===== src/rtl/alu_seq.sv =====
// Sequencing front end for the ALU/MUL/DIV datapath: a 2-entry issue queue
// feeding an execute stage that holds operands for the op's full latency.
module alu_seq #(
    parameter int MUL_LAT = 3,
    parameter int DIV_LAT = 33
) (
    input  logic        clk,
    input  logic        rst_n,
    input  logic        in_valid,
    output logic        in_ready,
    input  logic [9:0]  in_opcode,
    input  logic [4:0]  in_regA,
    input  logic [11:0] in_regB,
    input  logic [4:0]  in_regDest,
    input  logic        flush,
    output logic [9:0]  alu_opcode,
    output logic [4:0]  alu_regA,
    output logic [11:0] alu_regB,
    output logic [4:0]  alu_regDest,
    output logic        alu_we,
    output logic        busy,
    output logic [31:0] retired
);

    typedef struct packed {
        logic [9:0]  opcode;
        logic [4:0]  rega;
        logic [11:0] regb;
        logic [4:0]  rd;
    } op_t;

    typedef enum logic {IDLE, EXEC} state_t;

    op_t        fifo_q [2];
    logic       rd_ptr;
    logic       wr_ptr;
    logic [1:0] count;

    state_t     state;
    logic [5:0] cnt;
    op_t        ex_op;

    op_t        head;
    logic       push;
    logic       pop;
    logic       last;

    // Execute cycles minus one, so the counter reaches 0 on the final cycle.
    function automatic logic [5:0] lat_m1(input op_t op);
        logic [6:0] op7;
        logic [2:0] f3;
        logic [6:0] f7;
        logic       md;
        op7 = op.opcode[6:0];
        f3  = op.opcode[9:7];
        f7  = op.regb[11:5];
        md  = (op7 == 7'h33 || op7 == 7'h3B) && f7 == 7'b0000001;
        if (md && !f3[2])
            lat_m1 = 6'(MUL_LAT - 1);
        else if (md)
            lat_m1 = 6'(DIV_LAT - 1);
        else
            lat_m1 = 6'd0;
    endfunction

    assign head     = fifo_q[rd_ptr];
    assign in_ready = (count < 2'd2);
    assign push     = in_valid && in_ready && !flush;
    assign last     = (state == EXEC) && (cnt == 6'd0);
    assign pop      = !flush && (count != 2'd0) && (state == IDLE || last);
    assign alu_we   = last && (ex_op.rd != 5'd0) && !flush;
    assign busy     = (state == EXEC) || (count != 2'd0);

    assign alu_opcode  = ex_op.opcode;
    assign alu_regA    = ex_op.rega;
    assign alu_regB    = ex_op.regb;
    assign alu_regDest = ex_op.rd;

    always_ff @(posedge clk) begin
        if (push)
            fifo_q[wr_ptr] <= '{in_opcode, in_regA, in_regB, in_regDest};
    end

    always_ff @(posedge clk or negedge rst_n) begin
        if (!rst_n) begin
            rd_ptr <= 1'b0;
            wr_ptr <= 1'b0;
            count  <= 2'd0;
        end else if (flush) begin
            rd_ptr <= 1'b0;
            wr_ptr <= 1'b0;
            count  <= 2'd0;
        end else begin
            if (push)
                wr_ptr <= ~wr_ptr;
            if (pop)
                rd_ptr <= ~rd_ptr;
            unique case ({push, pop})
                2'b10:   count <= count + 2'd1;
                2'b01:   count <= count - 2'd1;
                default: count <= count;
            endcase
        end
    end

    always_ff @(posedge clk or negedge rst_n) begin
        if (!rst_n) begin
            state   <= IDLE;
            cnt     <= 6'd0;
            ex_op   <= '0;
            retired <= 32'd0;
        end else begin
            if (alu_we)
                retired <= retired + 32'd1;
            if (flush) begin
                state <= IDLE;
                cnt   <= 6'd0;
            end else if (pop) begin
                // Back-to-back ops reload here without an idle bubble.
                ex_op <= head;
                cnt   <= lat_m1(head);
                state <= EXEC;
            end else if (last) begin
                state <= IDLE;
            end else if (state == EXEC) begin
                cnt <= cnt - 6'd1;
            end
        end
    end

endmodule


===== config.mk =====
export PLATFORM = sky130hd
export DESIGN_NAME = alu_seq
export DESIGN_NICKNAME = d
export VERILOG_FILES = /design/src/rtl/alu_seq.sv
export SDC_FILE = /design/constraint.sdc
export NUM_CORES = 1
export LEC_CHECK = 0
export ABC_AREA = 1
export CAP_MARGIN = 20
export CORE_UTILIZATION = 30
export DETAILED_ROUTE_END_ITERATION = 16
export SLEW_MARGIN = 20
export SYNTH_ARGS = -nofsm -noshare
export SYNTH_HDL_FRONTEND = slang
export SYNTH_SLANG_ARGS = --single-unit

===== constraint.sdc =====
create_clock -name clk -period 5.3 [get_ports clk]
set_clock_uncertainty 0.15 [all_clocks]
set_input_delay 1.325 -clock clk [delete_from_list [all_inputs] [get_ports clk]]
set_output_delay 1.325 -clock clk [all_outputs]
set_load 0.02 [all_outputs]

### Word level (Yosys, flattened, before mapping)

Memories as Yosys holds them, arrays and structs flattened.
Cells that the tools add are included.

| word-level totals | value |
|---|---|
| register bits after elaboration | 75 |
| bits in writable memories | 64 |
| input port bits | 36 |
| output and inout port bits | 67 |
| logic and storage cells | 67 |
| memories kept | 1 |

Memories:

| memory | words | bits a word | rd ports | clocked after memory_dff | wr ports | RTL line | source |
|---|---|---|---|---|---|---|---|
| fifo_q | 2 | 32 | 1 | 0 | 1 | 34 | `op_t fifo_q [2];` |

| cells by class | value |
|---|---|
| $add $sub $neg | 4 |
| order comparisons | 1 |
| eq/ne operators | 6 |
| mux-type cells | 17 |
| bitwise operators | 4 |
| reductions and logical operators | 24 |

Operator list:

| operator | count |
|---|---|
| 6-bit two-way mux | 6 |
| 32-bit by 1-bit adder with 32-bit output (second input constant) | 1 |
| 7-bit by 6-bit equality test with 1-bit output (second input constant) | 2 |
| 1-bit logical AND | 9 |
| 1-bit two-way mux | 9 |
| 3-bit nonzero test | 3 |
| 7-bit by 1-bit equality test with 1-bit output (second input constant) | 1 |
| 6-bit logical NOT | 1 |
| 2-bit nonzero test | 3 |
| 6-bit by 1-bit subtractor with 6-bit output (second input constant) | 1 |
| 5-bit nonzero test | 1 |
| 1-bit NOT | 4 |
| 2-bit one-hot mux with 2 select lines | 1 |
| 2-bit AND reduction | 2 |
| 1-bit logical OR | 3 |
| 3-bit inequality test (second input constant) | 1 |
| 2-bit by 1-bit adder with 2-bit output (second input constant) | 1 |
| 2-bit by 1-bit equality test with 1-bit output (second input constant) | 1 |
| 2-bit equality test (second input constant) | 1 |
| 1-bit logical NOT | 2 |
| 2-bit less-than comparator (second input constant) | 1 |
| 2-bit two-way mux | 1 |
| 2-bit by 1-bit subtractor with 2-bit output (second input constant) | 1 |

### Longest topological paths before layout

An unclocked memory read counts as a cell.

| depth | value |
|---|---|
| word-level depth | 8 |
| depth in mapped cells | 12 |
| depth with buffers taken out | 11 |

### Worst setup path before layout

Ideal clock, no wire load.

| timing path | value |
|---|---|
| path type | input-to-reg |
| start point | input in_valid |
| end point | memory fifo_q[0][0] in the netlist's numbering (enable) |
| library setup time | 422 ps |
| arrival time | 2930 ps |
| data required time | 4728 ps |
| setup slack | 1798 ps |
| stages on the path | 4 |
| path buffers | 0 |
| path through | nand2_1 -> nor2_1 -> inv_1 -> nor2_1 |

| between the ends | value |
|---|---|
| longest elaborated chain between the ends | 4 |

Ends and longest elaborated chain:

| what | RTL line | source |
|---|---|---|
| from (decl) | 9 | `input logic in_valid,` |
| 1-bit logical AND (2 in series) | 68 | `assign push = in_valid && in_ready && !flush;` |
| 1-bit two-way mux | 80 | `if (push)` |
| 1-bit two-way mux (implied by the code) | 81 | `fifo_q[wr_ptr] <= '{in_opcode, in_regA, in_regB, in_regDest};` |
| to (decl) | 34 |  |

No other way between the ends.

### Worst setup path in the final report

| timing path | value |
|---|---|
| start point | input flush |
| end point | output alu_we |

| between the ends | value |
|---|---|
| longest elaborated chain between the ends | 2 |

Ends and longest elaborated chain:

| what | RTL line | source |
|---|---|---|
| from (decl) | 15 | `input logic flush,` |
| 1-bit logical NOT | 71 | `assign alu_we = last && (ex_op.rd != 5'd0) && !flush;` |
| 1-bit logical AND | 71 |  |
| to (decl) | 20 | `output logic alu_we,` |

No other way between the ends.

==> results_dict.tcl <==
set metrics [dict create \
    final_common_cell "nand2_1" \
    worst_pin_slew_ps 1020 \
    cts.sinks 139 \
    grt_overflow_total 0 \
    post-route-util_pct 39.7 \
    crit_fanout 5 \
    die_area_sq_um 21100 \
    tns_ps 0 \
    synth_nets 688 \
    p_per_area_nw_per_um2 482 \
    cts-hold-fix-buffers 0 \
    htreeDepth 4 \
    cts-resized-gates 0 \
    dp_hpwl_um 9270 \
    drtAntennaViolNets 0 \
    crit_path_end_kind "primary output" \
    ys_warn_count 0 \
    synth_area_per_cell_sq_um 9.48 \
    slowest_delay_ps 590 \
    synth_top_area_share_pct 31.3 \
    met2_usage_pct 23.4 \
    status "finished clean" \
    max-cap-violations 0 \
    viasPerCell 4.36 \
    hp-class "reg2reg" \
    path_cells "clkdlybuf4s50_1 > inv_2 > nand2_1 > nor2_2 > nand2_2 > inv_2 > clkdlybuf4s50_1" \
    crit_buf_inv 4 \
    ios 103 \
    cp_top_family "buffers and inverters" \
    nNetsFinal 795 \
    yosys.area.top_type "edfxtp_1" \
    synthesis.instances 649 \
    path_clk_slew_ps 70 \
    layout-drive-gt1-share_pct 8.06 \
    cts_tree "built" \
    row_count 52 \
    fin_hold_ws_ps 343 \
    cts_buffers 17 \
    synth_area_sq_um 6150 \
    track_usage_pct 14.1 \
    cts-root-buf "clkbuf_16" \
    drtIter0Drc 227 \
    synth_cell_types 35 \
    antenna_found_initial 0 \
    rsz0062_at_grt "false" \
    clk_path_buf_depth 2 \
    period_needed_ps 4440 \
    path_class "in2out" \
    crit_required_ps 3830 \
    cp_slowest_cell "clkdlybuf4s50_1" \
    dr.pass1.iters 4 \
    layout_common_cells "nand2_1 (223), clkdlybuf4s50_1 (101), nor2_1 (85)" \
    grt_pass1_vias 4458 \
    routed_wl_um 13700 \
    wl_per_cell_um 13.2 \
    grt_max_degree 54 \
    seq_area_frac_synth_pct 61.8 \
    start_util_pct 30.5 \
    area_delta_synth_final_pct 30.3 \
    period_share_pct 83.7 \
    grt_pass1_wl_um 23100 \
    post_cts_buffers 0 \
    gp_congestion 0.851 \
    clk_latency_ps 420 \
    coreArea_sq_um 20200 \
    die_w_um 145 \
    max_slew_margin_pct 32.1 \
    start_kind "input pin" \
    synth-seq-cells 139 \
    grt_use_met1_pct 17.8 \
    port_buffers 102 \
    drc 0 \
    setup_viol 0 \
    grt_use_met3_pct 3.62 \
    arrival_ps 2960 \
    num_antenna_cells 0 \
    hold_viol_final 0 \
    vias 4532 \
    die_y_um 145 \
    synth_area_leaders "edfxtp_1 (31%), dfrtp_1 (31%), nand2_1 (14%)" \
    max-vdd-ir-drop_v 0.000244 \
    fmax_mhz 225 \
    leakagePower_nw 3.27 \
    busiest_layer "met2" \
    report.final.slew_viol_count 0 \
]
## flip-flops by register name, indices dropped and copies added, names as in the netlist
name,count
alu_regB,12
wr_ptr,1
alu_regDest,5
alu_opcode,10
rd_ptr,1
fifo_q,64
state,1
retired,32
cnt,6
count,2
alu_regA,5
## synthesized netlist by cell type (all sizes together)
master	n
nor4	1
nand3b	4
nand3	20
o21bai	2
xnor2	6
and3	1
a31oi	25
xor2	17
nor2	94
inv	50
o22a	1
clkbuf	3
nand2	230
o21ai	14
dfrtp	75
a21oi	2
nor3	11
edfxtp	64
or2	3
ha	3
buf	15
nand4	8
## final timing paths
| path | cells past startpoint | endpoint | slack, ps | startpoint |
|---|---|---|---|---|
| worst max-delay path | 7 | alu_we | 860 | flush |
| worst min-delay path | 2 | alu_opcode[0] | 340 | alu_opcode[0] |
| worst max register to register | 7 | alu_opcode[4] | 2910 | cnt[0] |
| worst min register to register | 2 | alu_opcode[0] | 340 | alu_opcode[0] |
| max in group asynchronous | 2 | alu_regB[6] | 3330 | rst_n |
| min in group asynchronous | 1 | retired[6] | 760 | rst_n |
## logic make-up after synthesis
| group | Yosys count | share of synthesized area (%) |
|---|---|---|
| DFF | 139 | 61.8 |
| and+or+nand+nor | 372 | 25.0 |
| xor gates and xnor gates | 23 | 3.28 |
| AOI/OAI and AO/OA | 44 | 4.35 |
| buffers and inverters | 68 | 4.98 |
| adders and majority gates | 3 | 0.610 |
## report_power, final
part / switching, mW / internal, mW / total [mW]
Combinational: 0.728 / 0.490 / 1.22
Clock: 0.526 / 0.630 / 1.16
Sequential: 0.138 / 1.35 / 1.49
## worst register-to-register path: stages, from the launching register on
cell	delay (ps)
dfrtp_1	390
inv_1	120
ha_1	180
nand3_2	110
nand2_2	140
nand2_2	250
inv_2	700
a31oi_1	200
## metrics by stage
stage / setup WS, ps / total power [mW] / cell area, sq um / instances
after floorplan: 1800 / 2.27 / 6150 / 649
after global placement: 850 / 2.74 / 7430 / 1007
after detailed placement: 846 / 2.75 / 7430 / 1007
after CTS: 837 / 3.92 / 8010 / 1039
after global routing: 726 / 4.12 / 8010 / 1039
final: 862 / 3.86 / 8010 / 1039
## area by class of cell
type,instances,area (sq um)
Fill cell,2001,12200
Sequential cell,139,3800
Multi-Input combinational cell,442,2060
Timing Repair Buffer,106,1050
Clock buffer,18,429
Tap cell,270,338
Inverter,50,188
Clock inverter,14,150
## per-layer routing
layer	part of all wire, %	routed length [um]
met2	48	6630
met3	5.7	780
met5	0	0
met1	44	6090
met4	1.8	243
Note: power is estimated with default switching activity, not from simulation.
